$ cat config.mk
export PLATFORM = sky130hd
export DESIGN_NAME = tm1638_responder_flat
export DESIGN_NICKNAME = d
export VERILOG_FILES = /design/src/rtl/tm1638_responder_if.sv /design/src/rtl/tm1638_responder.sv /design/src/flat_wrapper.sv
export SDC_FILE = /design/constraint.sdc
export NUM_CORES = 1
export LEC_CHECK = 0
export ABC_AREA = 1
export CORE_UTILIZATION = 27
export CTS_BUF_LIST = sky130_fd_sc_hd__clkbuf_4 sky130_fd_sc_hd__clkbuf_8 sky130_fd_sc_hd__clkbuf_16
export CTS_CLUSTER_DIAMETER = 150
export DETAILED_ROUTE_END_ITERATION = 16
export GPL_ROUTABILITY_DRIVEN = 0
export PLACE_DENSITY = 0.45
export SYNTH_ARGS = -nofsm -noshare
export SYNTH_HDL_FRONTEND = slang
export SYNTH_SLANG_ARGS = --single-unit
$ cat constraint.sdc
create_clock -name clk -period 2.15 [get_ports clk]
set_input_delay 0.3225 -clock clk [delete_from_list [all_inputs] [get_ports clk]]
set_output_delay 0.3225 -clock clk [all_outputs]
set_load 0.03 [all_outputs]
$ cat src/rtl/tm1638_responder_if.sv
// TM1638 three-wire bus: strobe/clock/data from the host, with the
// bidirectional DIO pin split into in/out/oe.
//   tm1638_strobe  - frame select, active low (host -> responder)
//   tm1638_clk     - serial clock (host -> responder)
//   tm1638_dio_in  - serial data (host -> responder)
//   tm1638_dio_out - serial data (responder -> host)
//   tm1638_dio_oe  - 1 = responder drives the DIO pin
interface tm1638_responder_if;
  logic tm1638_strobe;
  logic tm1638_clk;
  logic tm1638_dio_in;
  logic tm1638_dio_out;
  logic tm1638_dio_oe;

  modport master (
    output tm1638_strobe,
    output tm1638_clk,
    output tm1638_dio_in,
    input  tm1638_dio_out,
    input  tm1638_dio_oe
  );

  modport slave (
    input  tm1638_strobe,
    input  tm1638_clk,
    input  tm1638_dio_in,
    output tm1638_dio_out,
    output tm1638_dio_oe
  );
endinterface

$ cat src/rtl/tm1638_responder.sv
// Device-side model of a TM1638: receives host frames, decodes data,
// display-control and address commands, keeps the 16-byte display RAM and
// returns the 4-byte key report on read commands. All bus inputs are
// synchronised into the system clock domain.
//   clk, n_rst     - system clock, asynchronous active-low reset
//   bus            - TM1638 bus (slave side)
//   keys           - live key states, 1 = pressed
//   display_ram    - byte n at [8n+7:8n]
//   display_on     - display-control bit 3
//   display_level  - display-control bits 2:0
//   wr_valid/wr_addr/wr_data - one-cycle pulse per RAM byte written
//   cmd_error      - one-cycle pulse on an unexpected byte
module tm1638_responder #(
  parameter int SYNC_STAGES = 2
) (
  input  logic                     clk,
  input  logic                     n_rst,
  tm1638_responder_if.slave        bus,
  input  logic [7:0]               keys,
  output logic [127:0]             display_ram,
  output logic                     display_on,
  output logic [2:0]               display_level,
  output logic                     wr_valid,
  output logic [3:0]               wr_addr,
  output logic [7:0]               wr_data,
  output logic                     cmd_error
);

  localparam logic [2:0] ST_IDLE   = 3'd0;
  localparam logic [2:0] ST_CMD    = 3'd1;
  localparam logic [2:0] ST_DATA   = 3'd2;
  localparam logic [2:0] ST_READ   = 3'd3;
  localparam logic [2:0] ST_IGNORE = 3'd4;

  // Report byte k carries key k in bit 0 and key k+4 in bit 4.
  function automatic logic [31:0] key_report(input logic [7:0] k);
    logic [31:0] r;
    r = '0;
    for (int b = 0; b < 4; b++) begin
      r[8*b]     = k[b];
      r[8*b + 4] = k[b + 4];
    end
    return r;
  endfunction

  logic [SYNC_STAGES-1:0] strobe_sync;
  logic [SYNC_STAGES-1:0] sclk_sync;
  logic [SYNC_STAGES-1:0] dio_sync;
  logic                   strobe_s;
  logic                   sclk_s;
  logic                   dio_s;
  logic                   sclk_q;
  logic                   sclk_rise;
  logic                   sclk_fall;

  // Synchronisers idle high so a reset release with an idle bus produces no edges.
  // NOTE: state registers use non-blocking assignments so every flop samples
  // the pre-edge value of the others, matching real hardware.
  always_ff @(posedge clk or negedge n_rst) begin
    if (!n_rst) begin
      strobe_sync <= '1;
      sclk_sync   <= '1;
      dio_sync    <= '1;
      sclk_q      <= 1'b1;
    end else begin
      strobe_sync[0] <= bus.tm1638_strobe;
      sclk_sync[0]   <= bus.tm1638_clk;
      dio_sync[0]    <= bus.tm1638_dio_in;
      for (int i = 1; i < SYNC_STAGES; i++) begin
        strobe_sync[i] <= strobe_sync[i-1];
        sclk_sync[i]   <= sclk_sync[i-1];
        dio_sync[i]    <= dio_sync[i-1];
      end
      sclk_q <= sclk_s;
    end
  end

  assign strobe_s  = strobe_sync[SYNC_STAGES-1];
  assign sclk_s    = sclk_sync[SYNC_STAGES-1];
  assign dio_s     = dio_sync[SYNC_STAGES-1];
  assign sclk_rise = sclk_s & ~sclk_q;
  assign sclk_fall = ~sclk_s & sclk_q;

  logic [2:0]  state;
  logic [2:0]  bit_cnt;
  logic [6:0]  shift_reg;   // seven bits suffice: the 8th arrives as dio_s
  logic [3:0]  addr;
  logic        addr_fixed;
  logic [31:0] report;
  logic [5:0]  rd_cnt;      // bit 5 set once all 32 report bits are out
  logic        dio_out;
  logic        dio_oe;
  logic [7:0]  rx_byte;
  logic        byte_phase;
  logic        byte_done;

  // Bits arrive LSB first, so the newest bit enters at the top.
  assign rx_byte    = {dio_s, shift_reg};
  assign byte_phase = (state == ST_CMD) || (state == ST_DATA) || (state == ST_IGNORE);
  assign byte_done  = byte_phase && sclk_rise && (bit_cnt == 3'd7);

  // NOTE: display_ram is a visible output register bank, not a RAM macro,
  // so it is reset like any other flop.
  always_ff @(posedge clk or negedge n_rst) begin
    if (!n_rst) begin
      state         <= ST_IDLE;
      bit_cnt       <= '0;
      shift_reg     <= '0;
      addr          <= '0;
      addr_fixed    <= 1'b0;
      report        <= '0;
      rd_cnt        <= '0;
      dio_out       <= 1'b1;
      dio_oe        <= 1'b0;
      display_ram   <= '0;
      display_on    <= 1'b0;
      display_level <= '0;
      wr_valid      <= 1'b0;
      wr_addr       <= '0;
      wr_data       <= '0;
      cmd_error     <= 1'b0;
    end else begin
      wr_valid  <= 1'b0;
      cmd_error <= 1'b0;
      if (strobe_s) begin
        // Frame inactive: any partial byte is dropped silently.
        state     <= ST_IDLE;
        bit_cnt   <= '0;
        shift_reg <= '0;
        rd_cnt    <= '0;
        dio_oe    <= 1'b0;
        dio_out   <= 1'b1;
      end else begin
        if (state == ST_IDLE) begin
          state <= ST_CMD;
        end
        if (byte_phase && sclk_rise) begin
          shift_reg <= rx_byte[7:1];
          bit_cnt   <= bit_cnt + 3'd1;
        end
        if (byte_done) begin
          case (state)
            ST_CMD: begin
              case (rx_byte[7:6])
                2'b01: begin
                  addr_fixed <= rx_byte[2];
                  if (rx_byte[1]) begin
                    report <= key_report(keys);
                    rd_cnt <= '0;
                    state  <= ST_READ;
                  end else begin
                    state <= ST_IGNORE;
                  end
                end
                2'b10: begin
                  display_on    <= rx_byte[3];
                  display_level <= rx_byte[2:0];
                  state         <= ST_IGNORE;
                end
                2'b11: begin
                  addr  <= rx_byte[3:0];
                  state <= ST_DATA;
                end
                default: begin
                  cmd_error <= 1'b1;
                  state     <= ST_IGNORE;
                end
              endcase
            end
            ST_DATA: begin
              display_ram[{addr, 3'b000} +: 8] <= rx_byte;
              wr_valid <= 1'b1;
              wr_addr  <= addr;
              wr_data  <= rx_byte;
              if (!addr_fixed) begin
                addr <= addr + 4'd1;
              end
            end
            default: cmd_error <= 1'b1;
          endcase
        end
        // Read data changes on falling edges so it is stable at host rises.
        if ((state == ST_READ) && sclk_fall) begin
          if (!rd_cnt[5]) begin
            dio_oe  <= 1'b1;
            dio_out <= report[rd_cnt[4:0]];
            rd_cnt  <= rd_cnt + 6'd1;
          end else begin
            dio_oe  <= 1'b0;
            dio_out <= 1'b1;
          end
        end
      end
    end
  end

  assign bus.tm1638_dio_out = dio_out;
  assign bus.tm1638_dio_oe  = dio_oe;

endmodule

$ cat src/flat_wrapper.sv
// flat-port wrapper written by rule: the top's interface ports become plain ports
module tm1638_responder_flat 
#(
  parameter int SYNC_STAGES = 2
)
  (clk, n_rst, keys, display_ram, display_on, display_level, wr_valid, wr_addr, wr_data, cmd_error, bus_tm1638_strobe, bus_tm1638_clk, bus_tm1638_dio_in, bus_tm1638_dio_out, bus_tm1638_dio_oe);
  tm1638_responder_if bus_i ();
  input  logic clk;
  input  logic n_rst;
  input  logic [7:0] keys;
  output logic [127:0] display_ram;
  output logic display_on;
  output logic [2:0] display_level;
  output logic wr_valid;
  output logic [3:0] wr_addr;
  output logic [7:0] wr_data;
  output logic cmd_error;
  input wire logic [$bits(bus_i.tm1638_strobe)-1:0] bus_tm1638_strobe;
  input wire logic [$bits(bus_i.tm1638_clk)-1:0] bus_tm1638_clk;
  input wire logic [$bits(bus_i.tm1638_dio_in)-1:0] bus_tm1638_dio_in;
  output wire logic [$bits(bus_i.tm1638_dio_out)-1:0] bus_tm1638_dio_out;
  output wire logic [$bits(bus_i.tm1638_dio_oe)-1:0] bus_tm1638_dio_oe;
  assign bus_i.tm1638_strobe = bus_tm1638_strobe;
  assign bus_i.tm1638_clk = bus_tm1638_clk;
  assign bus_i.tm1638_dio_in = bus_tm1638_dio_in;
  assign bus_tm1638_dio_out = bus_i.tm1638_dio_out;
  assign bus_tm1638_dio_oe = bus_i.tm1638_dio_oe;
  tm1638_responder #(.SYNC_STAGES(SYNC_STAGES)) u_core (.clk(clk), .n_rst(n_rst), .bus(bus_i), .keys(keys), .display_ram(display_ram), .display_on(display_on), .display_level(display_level), .wr_valid(wr_valid), .wr_addr(wr_addr), .wr_data(wr_data), .cmd_error(cmd_error));
endmodule
Yosys cells after proc, flatten, opt, wreduce, memory -nomap -nowiden
Index checks and enable logic that the tools add are counted.
{"block": "totals", "reg_bits": 187, "out_inout_bits": 148, "input_bits": 13, "word_cells": 93}
{"block": "op_classes", "n_mux": 36, "reduce_logical": 15, "n_lt_le_gt_ge": 1, "addsub": 4, "shift": 2, "bitwise": 5, "n_eq_ne": 10}
{"operator": "128-bit bitwise mux", "count": 1}
{"operator": "8-bit by 9-bit variable shift with 128-bit output, first input constant", "count": 1}
{"operator": "8-bit by 9-bit indexed part select with 128-bit output", "count": 1}
{"operator": "6-bit two-way mux", "count": 7}
{"operator": "3-bit two-way mux", "count": 7}
{"operator": "7-bit two-way mux", "count": 2}
{"operator": "1-bit two-way mux", "count": 13}
{"operator": "5-bit AND reduction", "count": 2}
{"operator": "7-bit negator with 9-bit output", "count": 1}
{"operator": "4-bit two-way mux", "count": 2}
{"operator": "4-bit case mux with 2 select lines", "count": 1}
{"operator": "4-bit AND reduction", "count": 2}
{"operator": "6-bit by 1-bit adder with 6-bit output, second input constant", "count": 1}
{"operator": "3-bit by 2-bit == test with 1-bit output, second input constant", "count": 2}
{"operator": "3-bit == test, second input constant", "count": 2}
{"operator": "5-bit by 6-bit < comparator with 1-bit output, second input constant", "count": 1}
{"operator": "3-bit case mux with 2 select lines", "count": 1}
{"operator": "2-bit nonzero test", "count": 3}
{"operator": "1-bit binary-select mux with 5-bit select", "count": 1}
{"operator": "4-bit by 1-bit adder with 4-bit output, second input constant", "count": 1}
{"operator": "2-bit == test, second input constant", "count": 2}
{"operator": "2-bit inequality test, second input constant", "count": 2}
{"operator": "3-bit by 1-bit adder with 3-bit output, second input constant", "count": 1}
{"operator": "3-bit by 1-bit == test with 1-bit output, second input constant", "count": 1}
{"operator": "9 further kinds", "count": 15}

Longest topological paths before layout
{"block": "depth", "depth_word": 9, "ltp_mapped": 11, "depth_no_buf": 11}

Worst setup path before layout
OpenSTA, ideal clock, no wires.
{"block": "synth_path", "kind": "reg-to-reg", "start": "reg u_core.addr[0]", "end": "reg u_core.display_ram[30]", "setup_time_ps": 66, "n_path_buf": 1, "stages_incl_launch_ff": 9, "required_ps": 2084, "arrival_ps": 1845, "synth_period_minus_slack_ps": 1911, "path_slack_ps": 239, "cell_sequence": "dfrtp_1 inv_2 ha_1 clkbuf_1 nor2_2 inv_1 nor3_1 nand3_1 nand2_1"}
{"block": "synth_between", "elab_chain_cells": 3, "word_cells_on_any_way": 4, "classes_between": "add/sub (1); shift (2); mux (1)"}
{"item": "from (decl)", "line": "tm1638_responder.sv:87", "text": "logic [3:0] addr;"}
{"item": "from (signal assigned)", "line": "tm1638_responder.sv:161", "text": "addr <= rx_byte[3:0];"}
{"item": "from (signal assigned)", "line": "tm1638_responder.sv:176", "text": "addr <= addr + 4'd1;"}
{"item": "7-bit negator with 9-bit output (*)", "line": "tm1638_responder.sv:171", "text": "display_ram[{addr, 3'b000} +: 8] <= rx_byte;"}
{"item": "8-bit by 9-bit indexed part select with 128-bit output or 8-bit by 9-bit variable shift with 128-bit output (tied branches)", "line": "tm1638_responder.sv:171"}
{"item": "128-bit bitwise mux (*)", "line": "tm1638_responder.sv:171"}
{"item": "to (signal, indexed assignment)", "line": "tm1638_responder.sv:171"}
{"item": "to (decl)", "line": "tm1638_responder.sv:20", "text": "output logic [127:0] display_ram,"}
Every way passes the cells marked *; elsewhere a longest branch is shown, timed or not.
A chain may end at the register's enable or synchronous reset.

Worst setup path in the final report
{"block": "layout_path", "start": "reg u_core.state[0]", "end": "reg u_core.display_ram[27]"}
{"block": "layout_between", "elab_chain_cells": 6, "word_cells_on_any_way": 8, "classes_between": "eq/ne (3); reduce/logical (5)"}
{"item": "from (decl)", "line": "tm1638_responder.sv:84", "text": "logic [2:0] state;"}
{"item": "from (signal assigned)", "line": "tm1638_responder.sv:106", "text": "state <= ST_IDLE;"}
{"item": "from (signal assigned)", "line": "tm1638_responder.sv:127", "text": "state <= ST_IDLE;"}
{"item": "from (signal assigned)", "line": "tm1638_responder.sv:135", "text": "state <= ST_CMD;"}
{"item": "3-bit by 1-bit == test with 1-bit output or 3-bit by 2-bit == test with 1-bit output (tied branches)", "line": "tm1638_responder.sv:99, tm1638_responder.sv:142"}
{"item": "1-bit logical OR (2 in series)", "line": "tm1638_responder.sv:99", "text": "assign byte_phase = (state == ST_CMD) || (state == ST_DATA) || (state == ST_IGNORE);"}
{"item": "1-bit logical AND (2 in series)", "line": "tm1638_responder.sv:100", "text": "assign byte_done = byte_phase && sclk_rise && (bit_cnt == 3'd7);"}
{"item": "3-bit AND reduction (no line) (*)"}
Marks and branches as above.

==> metrics.txt <==
CTS Root Cell=clkbuf_16; Largest regs=u_core.display_ram: 128 flops, u_core.report: 8 flops, u_core.wr_data: 8 flops; CP Data Required Time=around 2.5 ns; commonest cells after routing, fill and taps aside=307 x nand2_1, 179 x dfrtp_1, 159 x clkdlybuf4s50_1; YS warnings=0; vias in the first global route=6929; Final Hold Viols=0; final core occ=37.5%; Design Area, Final=0.0115 mm2; Slew Limit Fails=0; pwr dens=slightly above 600 mW/mm2; Area contributors post-synth=dfrtp_1 53%, nand2_1 14%, nand3_1 7.3%; Post-synth EDFFs=0; number of antenna diodes=0; FF+latch count, synth=about 190; Placed Instances=1530; Post-synth ARST share=100%; non-filler cells, final=1567; clock skew=0.00835 ns; H-tree depth=4; antenna viol nets, final=0; PnR worst setup slack=roughly 0.13 ns; first-pass GRT wire length=roughly 40000 um; Routed Wire Length=~26000 um; starting density of the core=27.5%; drt pass-1 iters=4; Overflow after GRT=0; synthesized area per cell=about 8.7 um2; sequential area share after synthesis=about 56%; R2R Path Start=u_core.state[0]$_DFF_PN0_; R2R depth=10; worst rel slew slack=about 66%; ys flop type=dfrtp_1; Cell Int Power=roughly 5.4 mW; Hold EP=u_core.strobe_sync[0]$_DFF_PN1_; Final min period=2.02 ns; final-report setup violation count=0; mapped cell area=0.00840 mm2; Core Region=between 0.03 and 0.04 mm2; leak pwr=5.49 nW; die height=around 180 um; share of the synthesized area in the top cell type=53.3%; vias per cell=between 4 and 5; Max FO, Critical Path=12; fin nets=roughly 1200; worst skew pair latency=approximately 0.43 ns; switching share of total power=around 22%; clock sinks=~190; Cells on Worst Hold Path=1; Vias=approximately 7200; largest net degree at the start of global routing=60; Die ar.=0.0318 mm2; Distinct cells, synth=34; status=complete, no violations; Placed Area=around 0.011 mm2; P&R area growth vs syn=36.5%; worst min path class=input port to register; Top-Level Pins=161; Gate power share=between 2 and 2.5%; most common cell after layout, fill and taps aside=nand2_1; Reg clk slew, reported paths=0.07 ns; drt initial violations=510; Clock Tree Buf Depth=2; TritonCTS clock tree=yes; total CTS buffers=17; Tightest Pin Transition=slightly above 0.5 ns; DRC Markers=0; Arrival @ worst endpoint=2.35 ns; Worst setup EP type=register; Yosys top cell by area=dfrtp_1; RSZ-0062 raised after global routing=true; Synthesized Nets=983; dpl ws=-0.0411 ns; final worst path period share=a little over nine tenths; r2r setup slk=around 0.13 ns; Peak VDD IR=roughly 0.47 mV; Psw=between 1.5 and 2 mW; All-Layer GR Usage=16.8%; Gate Count Post-Synth=between 900 and 1000; Largest Register=u_core.display_ram; startpoint type of the worst setup path=register; register share of total power=about 51%; Post-DP HPWL=~19000 um; layout cells sized above 1=approximately an eighth; Avg WL per Cell=about 16 um; initial antenna violation count=0; RR Endpoint=u_core.display_ram[27]$_DFFE_PN0P_; num rows=64; Clk network pwr share=47.1%; CP Class=register to register; HP Start=bus_tm1638_strobe; IO buf count=160; Die Wd=between 150 and 200 um; Largest register FFs=128; max-cap violations=0; fmax=~0.49 GHz
## how the worst max path moves through the flow
stage	to	cells after the start	from	slack (ns)
detailed placement	u_core.display_ram[61]$_DFFE_PN0P_	9	u_core.addr[1]$_DFFE_PN0P_	-0.04
global route	u_core.display_ram[31]$_DFFE_PN0P_	10	u_core.state[0]$_DFF_PN0_	-0.009
floorplan	u_core.display_ram[30]$_DFFE_PN0P_	8	u_core.addr[0]$_DFFE_PN0P_	0.24
global placement	u_core.display_ram[58]$_DFFE_PN0P_	9	u_core.addr[1]$_DFFE_PN0P_	0.02
finish	u_core.display_ram[27]$_DFFE_PN0P_	10	u_core.state[0]$_DFF_PN0_	0.13
CTS	u_core.display_ram[69]$_DFFE_PN0P_	9	u_core.addr[1]$_DFFE_PN0P_	0.06
## per-layer routing
layer  routed length (um)  global-route usage (%)  share of wire [%]  vias up
met5                    0                       0                  0        -
met4                  327                    4.41                1.3        0
met3                 1200                    3.05                4.7       17
met2                11400                    25.1                 44      179
met1                12800                    24.6                 50     3456
li1                     -                       -                  -     3577
## cell families (layout without fill, tap and decap cells)
group | count (synthesis) | in the layout | share of synthesized area (%)
xor gates and xnor gates | 3 | 3 | 0.313
AOI/OAI and AO/OA | 125 | 125 | 7.50
adders and majority gates | 8 | 8 | 1.19
and+or+nand+nor | 554 | 554 | 30.4
DFF | 187 | 187 | 55.8
buffers and inverters | 85 | 294 | 4.78
## critical path, stage by stage, from the launching register on
cell and delay, ns:
dfrtp_1 0.42, inv_1 0.11, nand3_1 0.21, nand3_2 0.24, nand3_4 0.15, nor2_8 0.17, buf_12 0.14, buf_4 0.18
nand2_2 0.13, nand2_1 0.10, nand2_1 0.05
## power by group through the flow
stage / sequential [mW] / clock [mW] / combinational (mW)
after floorplan: 3.61 / 0 / 0.0322
after global placement: 3.61 / 0 / 0.170
after detailed placement: 3.61 / 0 / 0.170
after CTS: 3.54 / 3.39 / 0.172
after global routing: 3.54 / 3.51 / 0.188
final: 3.54 / 3.30 / 0.164
## cells in the mapped netlist (4+ instances only)
cell type and count:
nand4_1 14, nor2_1 55, nor2_4 4, nand3_2 5
o21ai_0 73, clkbuf_1 20, inv_2 10, dfstp_2 8
a21oi_1 11, dfrtp_1 179, nor2_2 6, inv_1 35
nand2_1 307, nor3_4 5, o21ai_1 39, buf_2 9
nand3_4 4, ha_1 8, buf_6 7, nand2_2 12
nand3_1 123, nor3_1 12
## cell type report
type                    instances  area, um2
fillers                      3177      19100
flip-flops and latches        187       4690
multi-input cells             690       3340
repair buffers                216       2170
well taps                     396        495
clock buffers                  18        439
inverters                      46        175
clock inverters                14        165
## repair_timing
action,in CTS,in global routing
endpoints found under the setup margin,8,98
hold endpoints to repair,56,0
buffers inserted,0,4
hold buffers,1,0
gates resized for setup,1,5
pin swaps,0,3
## per-stage QoR
stage / hold WS (ns) / total power [mW] / setup TNS [ns]
3_3_place_gp: 0.347 / 3.78 / 0
2_1_floorplan: 0.0269 / 3.64 / 0
6_report: 0.289 / 7.01 / 0
3_5_place_dp: 0.348 / 3.78 / -0.257
5_1_grt: 0.269 / 7.24 / -0.0298
4_1_cts: 0.269 / 7.10 / 0
(Power assumes the default switching activity.)
